==> src/rtl/observer_scan.sv <==
// -----------------------------------------------------------------------------
// observer_scan
//
// Debug scan controller. Walks the observer's mode/reg_sel inputs through a
// fixed 21-entry sequence (r0..r15, ALU A, ALU B, ALU out, PC, IR), captures
// each observed word and streams it out over a valid/ready interface. The CPU
// is held halted for the whole dump so the captured state is self-consistent.
//
// Parameters:
//   DATA_W  width of observed data
//   SEL_W   width of the register select
//   SETTLE  cycles the select is held before data_i is captured (1..15)
//
// Ports:
//   clk, rst_n      clock, asynchronous active-low reset
//   start_i         begin a dump (sampled only when idle)
//   abort_i         terminate the dump in progress
//   data_i          observer data output
//   mode_o          observer mode select
//   reg_sel_o       observer register select
//   cpu_halt_o      CPU halt request, high whenever not idle
//   dump_valid_o    stream word valid
//   dump_ready_i    stream consumer ready
//   dump_data_o     captured word
//   dump_tag_o      {mode, sel} the captured word was taken with
//   dump_last_o     marks the final word (index 20)
//   busy_o          same as cpu_halt_o
//   done_o          one-cycle pulse after a completed dump
// -----------------------------------------------------------------------------
module observer_scan #(
  parameter int DATA_W = 32,
  parameter int SEL_W  = 4,
  parameter int SETTLE = 1
) (
  input  logic              clk,
  input  logic              rst_n,
  input  logic              start_i,
  input  logic              abort_i,
  input  logic [DATA_W-1:0] data_i,
  output logic [1:0]        mode_o,
  output logic [SEL_W-1:0]  reg_sel_o,
  output logic              cpu_halt_o,
  output logic              dump_valid_o,
  input  logic              dump_ready_i,
  output logic [DATA_W-1:0] dump_data_o,
  output logic [SEL_W+1:0]  dump_tag_o,
  output logic              dump_last_o,
  output logic              busy_o,
  output logic              done_o
);

  localparam int         TAG_W       = SEL_W + 2;
  localparam logic [4:0] LAST_IDX    = 5'd20;
  localparam logic [3:0] SETTLE_LOAD = 4'(SETTLE - 1);

  typedef enum logic [1:0] {
    ST_IDLE  = 2'd0,
    ST_SETUP = 2'd1,
    ST_SEND  = 2'd2,
    ST_DONE  = 2'd3
  } state_t;

  // Maps a scan index to the {mode, sel} pair presented to the observer.
  function automatic logic [TAG_W-1:0] scan_tag(input logic [4:0] i);
    logic [TAG_W-1:0] t;
    t = {TAG_W{1'b0}};
    if (i < 5'd16) begin
      t = {2'b00, SEL_W'(i[3:0])};
    end else begin
      case (i)
        5'd16:   t = {2'b01, SEL_W'(4'd1)};   // ALU A
        5'd17:   t = {2'b01, SEL_W'(4'd2)};   // ALU B
        5'd18:   t = {2'b01, SEL_W'(4'd3)};   // ALU out
        5'd19:   t = {2'b11, SEL_W'(4'hE)};   // PC
        5'd20:   t = {2'b11, SEL_W'(4'hF)};   // IR
        default: t = {TAG_W{1'b0}};
      endcase
    end
    return t;
  endfunction

  state_t             state_r;
  state_t             state_s;
  logic [4:0]         idx_r;
  logic [4:0]         idx_s;
  logic [3:0]         settle_cnt_r;
  logic [3:0]         settle_cnt_s;
  logic [TAG_W-1:0]   sel_tag_r;
  logic [TAG_W-1:0]   sel_tag_s;
  logic               capture_s;

  logic [DATA_W-1:0]  dump_data_r;
  logic [TAG_W-1:0]   dump_tag_r;
  logic               dump_last_r;
  logic               dump_valid_r;
  logic               halt_r;
  logic               done_r;

  // Next-state, scan index and settle counter decode.
  always_comb begin
    state_s      = state_r;
    idx_s        = idx_r;
    settle_cnt_s = settle_cnt_r;
    capture_s    = 1'b0;
    case (state_r)
      ST_IDLE: begin
        // Abort is meaningless here; start wins even if both are high.
        idx_s = 5'd0;
        if (start_i) begin
          state_s      = ST_SETUP;
          settle_cnt_s = SETTLE_LOAD;
        end else begin
          state_s = ST_IDLE;
        end
      end
      ST_SETUP: begin
        if (abort_i) begin
          state_s = ST_IDLE;
          idx_s   = 5'd0;
        end else if (settle_cnt_r == 4'd0) begin
          capture_s = 1'b1;
          state_s   = ST_SEND;
        end else begin
          settle_cnt_s = settle_cnt_r - 4'd1;
        end
      end
      ST_SEND: begin
        // valid is always high in SEND, so ready alone completes a handshake.
        if (abort_i) begin
          state_s = ST_IDLE;
          idx_s   = 5'd0;
        end else if (dump_ready_i) begin
          if (idx_r == LAST_IDX) begin
            state_s = ST_DONE;
          end else begin
            state_s      = ST_SETUP;
            idx_s        = idx_r + 5'd1;
            settle_cnt_s = SETTLE_LOAD;
          end
        end else begin
          state_s = ST_SEND;
        end
      end
      ST_DONE: begin
        state_s = ST_IDLE;
        idx_s   = 5'd0;
      end
      default: begin
        state_s = ST_IDLE;
        idx_s   = 5'd0;
      end
    endcase
    // Select follows the index on the same edge the index changes.
    sel_tag_s = scan_tag(idx_s);
  end

  // Control state, scan index, settle counter and observer select registers.
  always_ff @(posedge clk or negedge rst_n) begin
    if (!rst_n) begin
      state_r      <= ST_IDLE;
      idx_r        <= 5'd0;
      settle_cnt_r <= 4'd0;
      sel_tag_r    <= {TAG_W{1'b0}};
    end else begin
      state_r      <= state_s;
      idx_r        <= idx_s;
      settle_cnt_r <= settle_cnt_s;
      sel_tag_r    <= sel_tag_s;
    end
  end

  // Captured stream word; held untouched until the next capture.
  always_ff @(posedge clk or negedge rst_n) begin
    if (!rst_n) begin
      dump_data_r <= {DATA_W{1'b0}};
      dump_tag_r  <= {TAG_W{1'b0}};
      dump_last_r <= 1'b0;
    end else if (capture_s) begin
      // sel_tag_r is the select that has been settling, i.e. what data_i reflects.
      dump_data_r <= data_i;
      dump_tag_r  <= sel_tag_r;
      dump_last_r <= (idx_r == LAST_IDX);
    end else begin
      dump_data_r <= dump_data_r;
      dump_tag_r  <= dump_tag_r;
      dump_last_r <= dump_last_r;
    end
  end

  // Status flags registered from the next state so they line up with it.
  always_ff @(posedge clk or negedge rst_n) begin
    if (!rst_n) begin
      dump_valid_r <= 1'b0;
      halt_r       <= 1'b0;
      done_r       <= 1'b0;
    end else begin
      dump_valid_r <= (state_s == ST_SEND);
      halt_r       <= (state_s != ST_IDLE);
      done_r       <= (state_s == ST_DONE);
    end
  end

  assign mode_o       = sel_tag_r[TAG_W-1:SEL_W];
  assign reg_sel_o    = sel_tag_r[SEL_W-1:0];
  assign cpu_halt_o   = halt_r;
  assign busy_o       = halt_r;
  assign dump_valid_o = dump_valid_r;
  assign dump_data_o  = dump_data_r;
  assign dump_tag_o   = dump_tag_r;
  assign dump_last_o  = dump_last_r;
  assign done_o       = done_r;

endmodule

==> config.mk <==
export PLATFORM = sky130hd
export DESIGN_NAME = observer_scan
export DESIGN_NICKNAME = d
export VERILOG_FILES = /design/src/rtl/observer_scan.sv
export SDC_FILE = /design/constraint.sdc
export NUM_CORES = 1
export LEC_CHECK = 0
export CAP_MARGIN = 20
export CORE_MARGIN = 2
export CORE_UTILIZATION = 46
export CTS_CLUSTER_SIZE = 20
export DETAILED_ROUTE_END_ITERATION = 7
export PLACE_DENSITY_LB_ADDON = 0.25
export RECOVER_POWER = 50
export SYNTH_ARGS = -nofsm -noshare
export SYNTH_HDL_FRONTEND = slang
export SYNTH_SLANG_ARGS = --single-unit
==> constraint.sdc <==
create_clock -name clk -period 2.5 [get_ports clk]
set_input_delay 0.5 -clock clk [delete_from_list [all_inputs] [get_ports clk]]
set_output_delay 0.5 -clock clk [all_outputs]
set_load 0.01 [all_outputs]
### Word level (Yosys, flattened, before mapping)

Index checks and enable logic that the tools add are counted.
W data, S select, Z words.

| storage, ports and cells | value |
|---|---|
| register bits | 59 |
| word-level logic and storage cells | 60 |

| cells by class | value |
|---|---|
| add/sub/neg operators | 2 |
| $lt $le $gt $ge | 1 |
| eq/ne operators | 17 |
| muxes and demuxes | 24 |
| reduce and logical (&&, ||, !) cells | 6 |

Operators by type and width:

| cell | count |
|---|---|
| $eq A5 B5 Y1 const B | 6 |
| $pmux W6 S5 | 1 |
| $mux W4 | 6 |
| $mux W5 | 4 |
| $pmux W5 S3 | 1 |
| $ne A2 B2 Y1 const B | 6 |
| $pmux W4 S3 | 1 |
| $mux W2 | 5 |
| $eq A2 B2 Y1 const B | 4 |
| $pmux W2 S4 | 1 |
| $reduce_and A7 Y1 | 1 |
| $mux W6 | 1 |
| $add A5 B1 Y5 const B | 1 |
| $lt A5 B5 Y1 const B | 1 |
| $logic_not A4 Y1 | 1 |
| $mux W1 | 4 |
| $sub A4 B1 Y4 const B | 1 |
| $reduce_bool A3 Y1 | 1 |
| $eq A2 B1 Y1 const B | 1 |
| $logic_not A2 Y1 | 1 |
| $reduce_bool A2 Y1 | 1 |
| $reduce_or A2 Y1 | 1 |

### Depth between registers and ports, before layout

| logic depth | value |
|---|---|
| depth in word-level cells | 8 |
| depth in mapped cells | 8 |
| gate-level depth less buffers | 8 |

### Worst setup path before layout

OpenSTA, ideal clock, no wires.

| timing path | value |
|---|---|
| path kind | register -> register |
| start point | register settle_cnt_r[0] |
| end point | register settle_cnt_r[2] |
| arrival time | 1728 ps |
| data required time | 2378 ps |
| path slack | 651 ps |
| stages on the path, launching flop included | 7 |
| buffers on the path | 0 |
| period minus slack after synthesis | 1849 ps |
| path through | dfrtp_1 > inv_1 > ha_1 > or3b_2 > a31oi_1 > o32ai_4 > a32o_1 |

| on the way | value |
|---|---|
| longest elaborated chain between the ends | 4 |
| elaborated cells on any way between the ends | 7 |

Ends and longest elaborated chain:

| element | line | RTL |
|---|---|---|
| start, declared | 86 | `logic [3:0] settle_cnt_r;` |
| start signal, assigned | 167 | `settle_cnt_r <= settle_cnt_s;` |
| $sub A4 B1 Y4 | 124 | `settle_cnt_s = settle_cnt_r - 4'd1;` |
| $mux W4 | 120 | `end else if (settle_cnt_r == 4'd0) begin` |
| $mux W4 | 117 | `if (abort_i) begin` |
| $pmux W4 S3 | 105 | `case (state_r)` |

Several ways; a longest one is shown, not always the timed one. The select of a mux whose other input is x is not followed.
A chain may end at the register's enable or synchronous reset.

### Worst setup path after layout

| timing path | value |
|---|---|
| start point | input abort_i |
| end point | register sel_tag_r[1] |

| on the way | value |
|---|---|
| longest elaborated chain between the ends | 5 |
| elaborated cells on any way between the ends | 11 |

Ends and longest elaborated chain:

| element | line | RTL |
|---|---|---|
| start, declared | 38 | `input logic abort_i,` |
| $mux W5 (on tied branches) | 129, 117 |  |
| $pmux W5 S3 (*) | 105 |  |
| $eq A5 B5 Y1 | 70 | `case (i)` |
| $pmux W6 S5 | 70 |  |
| $mux W6 (*) | 67 | `if (i < 5'd16) begin` |
| via sel_tag_s[1] | 89 | `logic [TAG_W-1:0] sel_tag_s;` |
| end signal, assigned | 163 | `sel_tag_r <= {TAG_W{1'b0}};` |
| end signal, assigned | 168 | `sel_tag_r <= sel_tag_s;` |
| end, declared | 88 | `logic [TAG_W-1:0] sel_tag_r;` |

Mark *: on every way through the listed nets, which the timed path passes. The rest lies on a longest branch.

==> flow_summary.ini <==
[floorplanning]
initial_utilization_pct = 47.6
dieArea_um2 = 6280
core_area_um2 = 5470
fp.dieW_um = 79.3
die_y_um = 79.3
ios = 86
rows = 27

[clock_tree]
cts_made_buffers = 9
cts_resized = 0
cts_tree = yes
cts-root-buf = clkbuf_8
clock_latency_ns = 0.33
cts_buffer_depth = 2
clk_pin_slew_ns = 0.06
cts.htree.levels = 3
cts_setup_buffers = 0
cts.sinks = 59
cts_hold_buf = 0

[worst_setup_path]
path_cells = dlygate4sd3_1 > or3b_1 > a211oi_1 > nor4_1 > buf_4 > mux2i_1 > o211ai_2
cp_slowest_stage_delay_ns = 0.59
cp.required_ns = 2.71
crit_type = in -> reg
arrival_ns = 2.44
cp_top_family = buffers and inverters
worst-r2r-cell-count = 7
cp-end-kind = register
cp-start-kind = input port
slowest_stage = dlygate4sd3_1
critPathMaxFanout = 6
rr_startpoint = settle_cnt_r[0]
startpoint = abort_i
regToRegSetupSlack_ns = 0.41
worst-path-buf-inv = 2
rr_endpoint = settle_cnt_r[2]

[synthesis]
ys_top_cells_by_area = dfrtp_1 57%, mux2_2 16%, ha_1 1.9%
synthAdderAreaFrac_pct = 1.92
synth_cells = 197
yosysSeqAreaShare_pct = 56.7
synth_cell_types = 48
synth-main-ff-cell = dfrtp_1
synthMuxAreaShare_pct = 17.6
synth_xor_area_share_pct = 0
synth_edf_count = 0
synth_top_family_by_area = multiplexers
synth_compound_area_share_pct = 9.51
synth_warnings = 0
yosysTopAreaCell = dfrtp_1
ys_seq_elements = 59
syn_avg_cell_area_um2 = 13.2
synth_top_area_share_pct = 56.7
syn_area_um2 = 2600
async_flop_share_pct = 100
synth-simple-area-share_pct = 9.80
synth_nets = 238

[sta]
setup-violations-final = 0
whs_ns = 0.484
fin_crit_ns = 2.22
tightest_slew_ns = 1.40
hold_violations = 0
timing.fmax_ghz = 0.450
finalMaxSlewViolations = 0
fin_ws_ns = 0.276
rsz0062_at_grt = no
fin_crit_sh_pct = 88.9
finClkSkew_ns = 0.00630
slew_headroom_pct = 6.75
fin_setup_tns_ns = 0

[final_layout]
antenna_cells = 0
drive_above_1_share_pct = 25.2
seqCellArea_um2 = 1480
area_growth_pct = 44.0
design_area_um2 = 3750
fill_cells = 421
multiInputGateArea_um2 = 1010
nets = 331

[global_route]
grt_use_total_pct = 18.5
first_global_vias = 1861
overflow = 0
grt_antenna_before_repair = 0
grt_max_degree = 60
grt_pass1_wl_um = 8890

[drt]
drt_iter0_markers = 96
ant_nets = 0
vias_per_cell = 5.10
drc = 0
wl_per_cell_um = 14.5
drt_first_pass_iters = 4
wirelength_um = 5300
vias = 1868

[worst_hold_path]
worstHoldPathType = reg -> reg
hold-path-cell-count = 2
min_from = dump_last_o
holdPathEnd = dump_last_o

[power]
leakage_nw = 1.68
power_density_nw_per_um2 = 1030
pwr-share-seq_pct = 37.8
switching_share_pct = 29.0
total_power_w = 0.00388
p_sw_w = 0.00112
cell_internal_pwr_w = 0.00275
clkPwrFrac_pct = 24.2
vdd_drop_max_mv = 0.629
combPwrFrac_pct = 38.0

[status]
outcome = finished, final reports clean

[placed_design]
place_area_um2 = 3540
io_buffers = 85
dp_hpwl_um = 3770
pre_cts_slack_ns = 0.0452
gp_congestion = 0.907

[flow_run]
cap_violations = 0
## sequential cells by signal, summed over array words and instances (netlist names)
name / cells
dump_data_o: 32
idx_r: 5
state_r: 2
done_o: 1
dump_last_o: 1
settle_cnt_r: 4
sel_tag_r: 6
busy_o: 1
dump_valid_o: 1
dump_tag_o: 6
## Yosys cell counts, types with 2 or more instances
library cell,n
or3b_2,2
nor4_1,2
a21oi_1,3
mux2i_1,3
nor2_1,10
o22ai_1,3
buf_6,2
nand4b_1,2
nor3_1,2
nor3b_1,2
o21ai_0,4
a31oi_1,2
inv_1,12
ha_1,4
dfrtp_1,59
mux2_2,38
nand2_1,9
nand4_1,2
and3_1,2
buf_2,6
## metrics by stage
| step | cells | utilization [%] |
|---|---|---|
| 2_1_floorplan | 197 | - |
| 3_3_place_gp | 351 | 64.7 |
| 3_5_place_dp | 351 | 64.7 |
| 4_1_cts | 366 | 68.6 |
| 5_1_grt | 366 | 68.5 |
| 6_report | 366 | 68.5 |
## worst register-to-register path, delay by kind of cell, from the launching register on
kind                     cells  cell delay [ns]
buffers and inverters        2             0.26
AO/OA/AOI/OAI                3             0.68
flip-flops                   1             0.42
AND/OR/NAND/NOR              1             0.46
adder cells (fa/ha/maj)      1             0.16
## worst max path at each step
stage / slack, ns / cells after the start / to
floorplan: 0.65 / 6 / settle_cnt_r[2]
global placement: 0.09 / 7 / sel_tag_r[1]
detailed placement: 0.05 / 7 / sel_tag_r[1]
CTS: 0.41 / 7 / sel_tag_r[1]
global route: 0.12 / 7 / sel_tag_r[1]
finish: 0.28 / 7 / sel_tag_r[1]
## power groups by stage
| stage | logic, W | registers [W] | clock network, W |
|---|---|---|---|
| 3_3_place_gp | 0.00152 | 0.00147 | 0 |
| 2_1_floorplan | 0.000659 | 0.00158 | 0 |
| 6_report | 0.00147 | 0.00147 | 0.000938 |
| 4_1_cts | 0.00155 | 0.00147 | 0.000965 |
| 5_1_grt | 0.00159 | 0.00151 | 0.00101 |
| 3_5_place_dp | 0.00154 | 0.00149 | 0 |
## kinds of logic (layout without fill, tap and decap cells)
kind of cell	after synthesis	after routing
buffers and inverters	23	120
AOI/OAI and AO/OA	27	27
DFF	59	59
and+or+nand+nor	43	43
muxes	41	41
adders and majority gates	4	4
## metal layers
layer  GRT usage, %  wire length, um  vias to the layer above
met5              0                0                        -
met4           10.2              116                        0
met3           4.09              288                       11
met2           29.9             2630                       52
met1           22.9             2260                      912
li1               -                -                      893
## cell usage in the layout, fill, tap and decap left out, types with 3 or more instances in the layout
master,instances
nand2_1,9
mux2_2,38
a21oi_1,3
inv_1,12
dlygate4sd3_1,24
dfrtp_1,59
ha_1,4
clkbuf_8,10
clkdlybuf4s50_1,60
o22ai_1,3
o21ai_0,4
mux2i_1,3
nor2_1,10
buf_4,4
## area by class of cell
cell class	instances	area share [%]
clock inverter	5	2.07
clock buffer	10	3.67
sequential	59	39.4
multi-input combinational	115	27.0
timing repair buffer	91	24.0
tap	72	2.40
inverter	14	1.53
(Power assumes the default switching activity.)
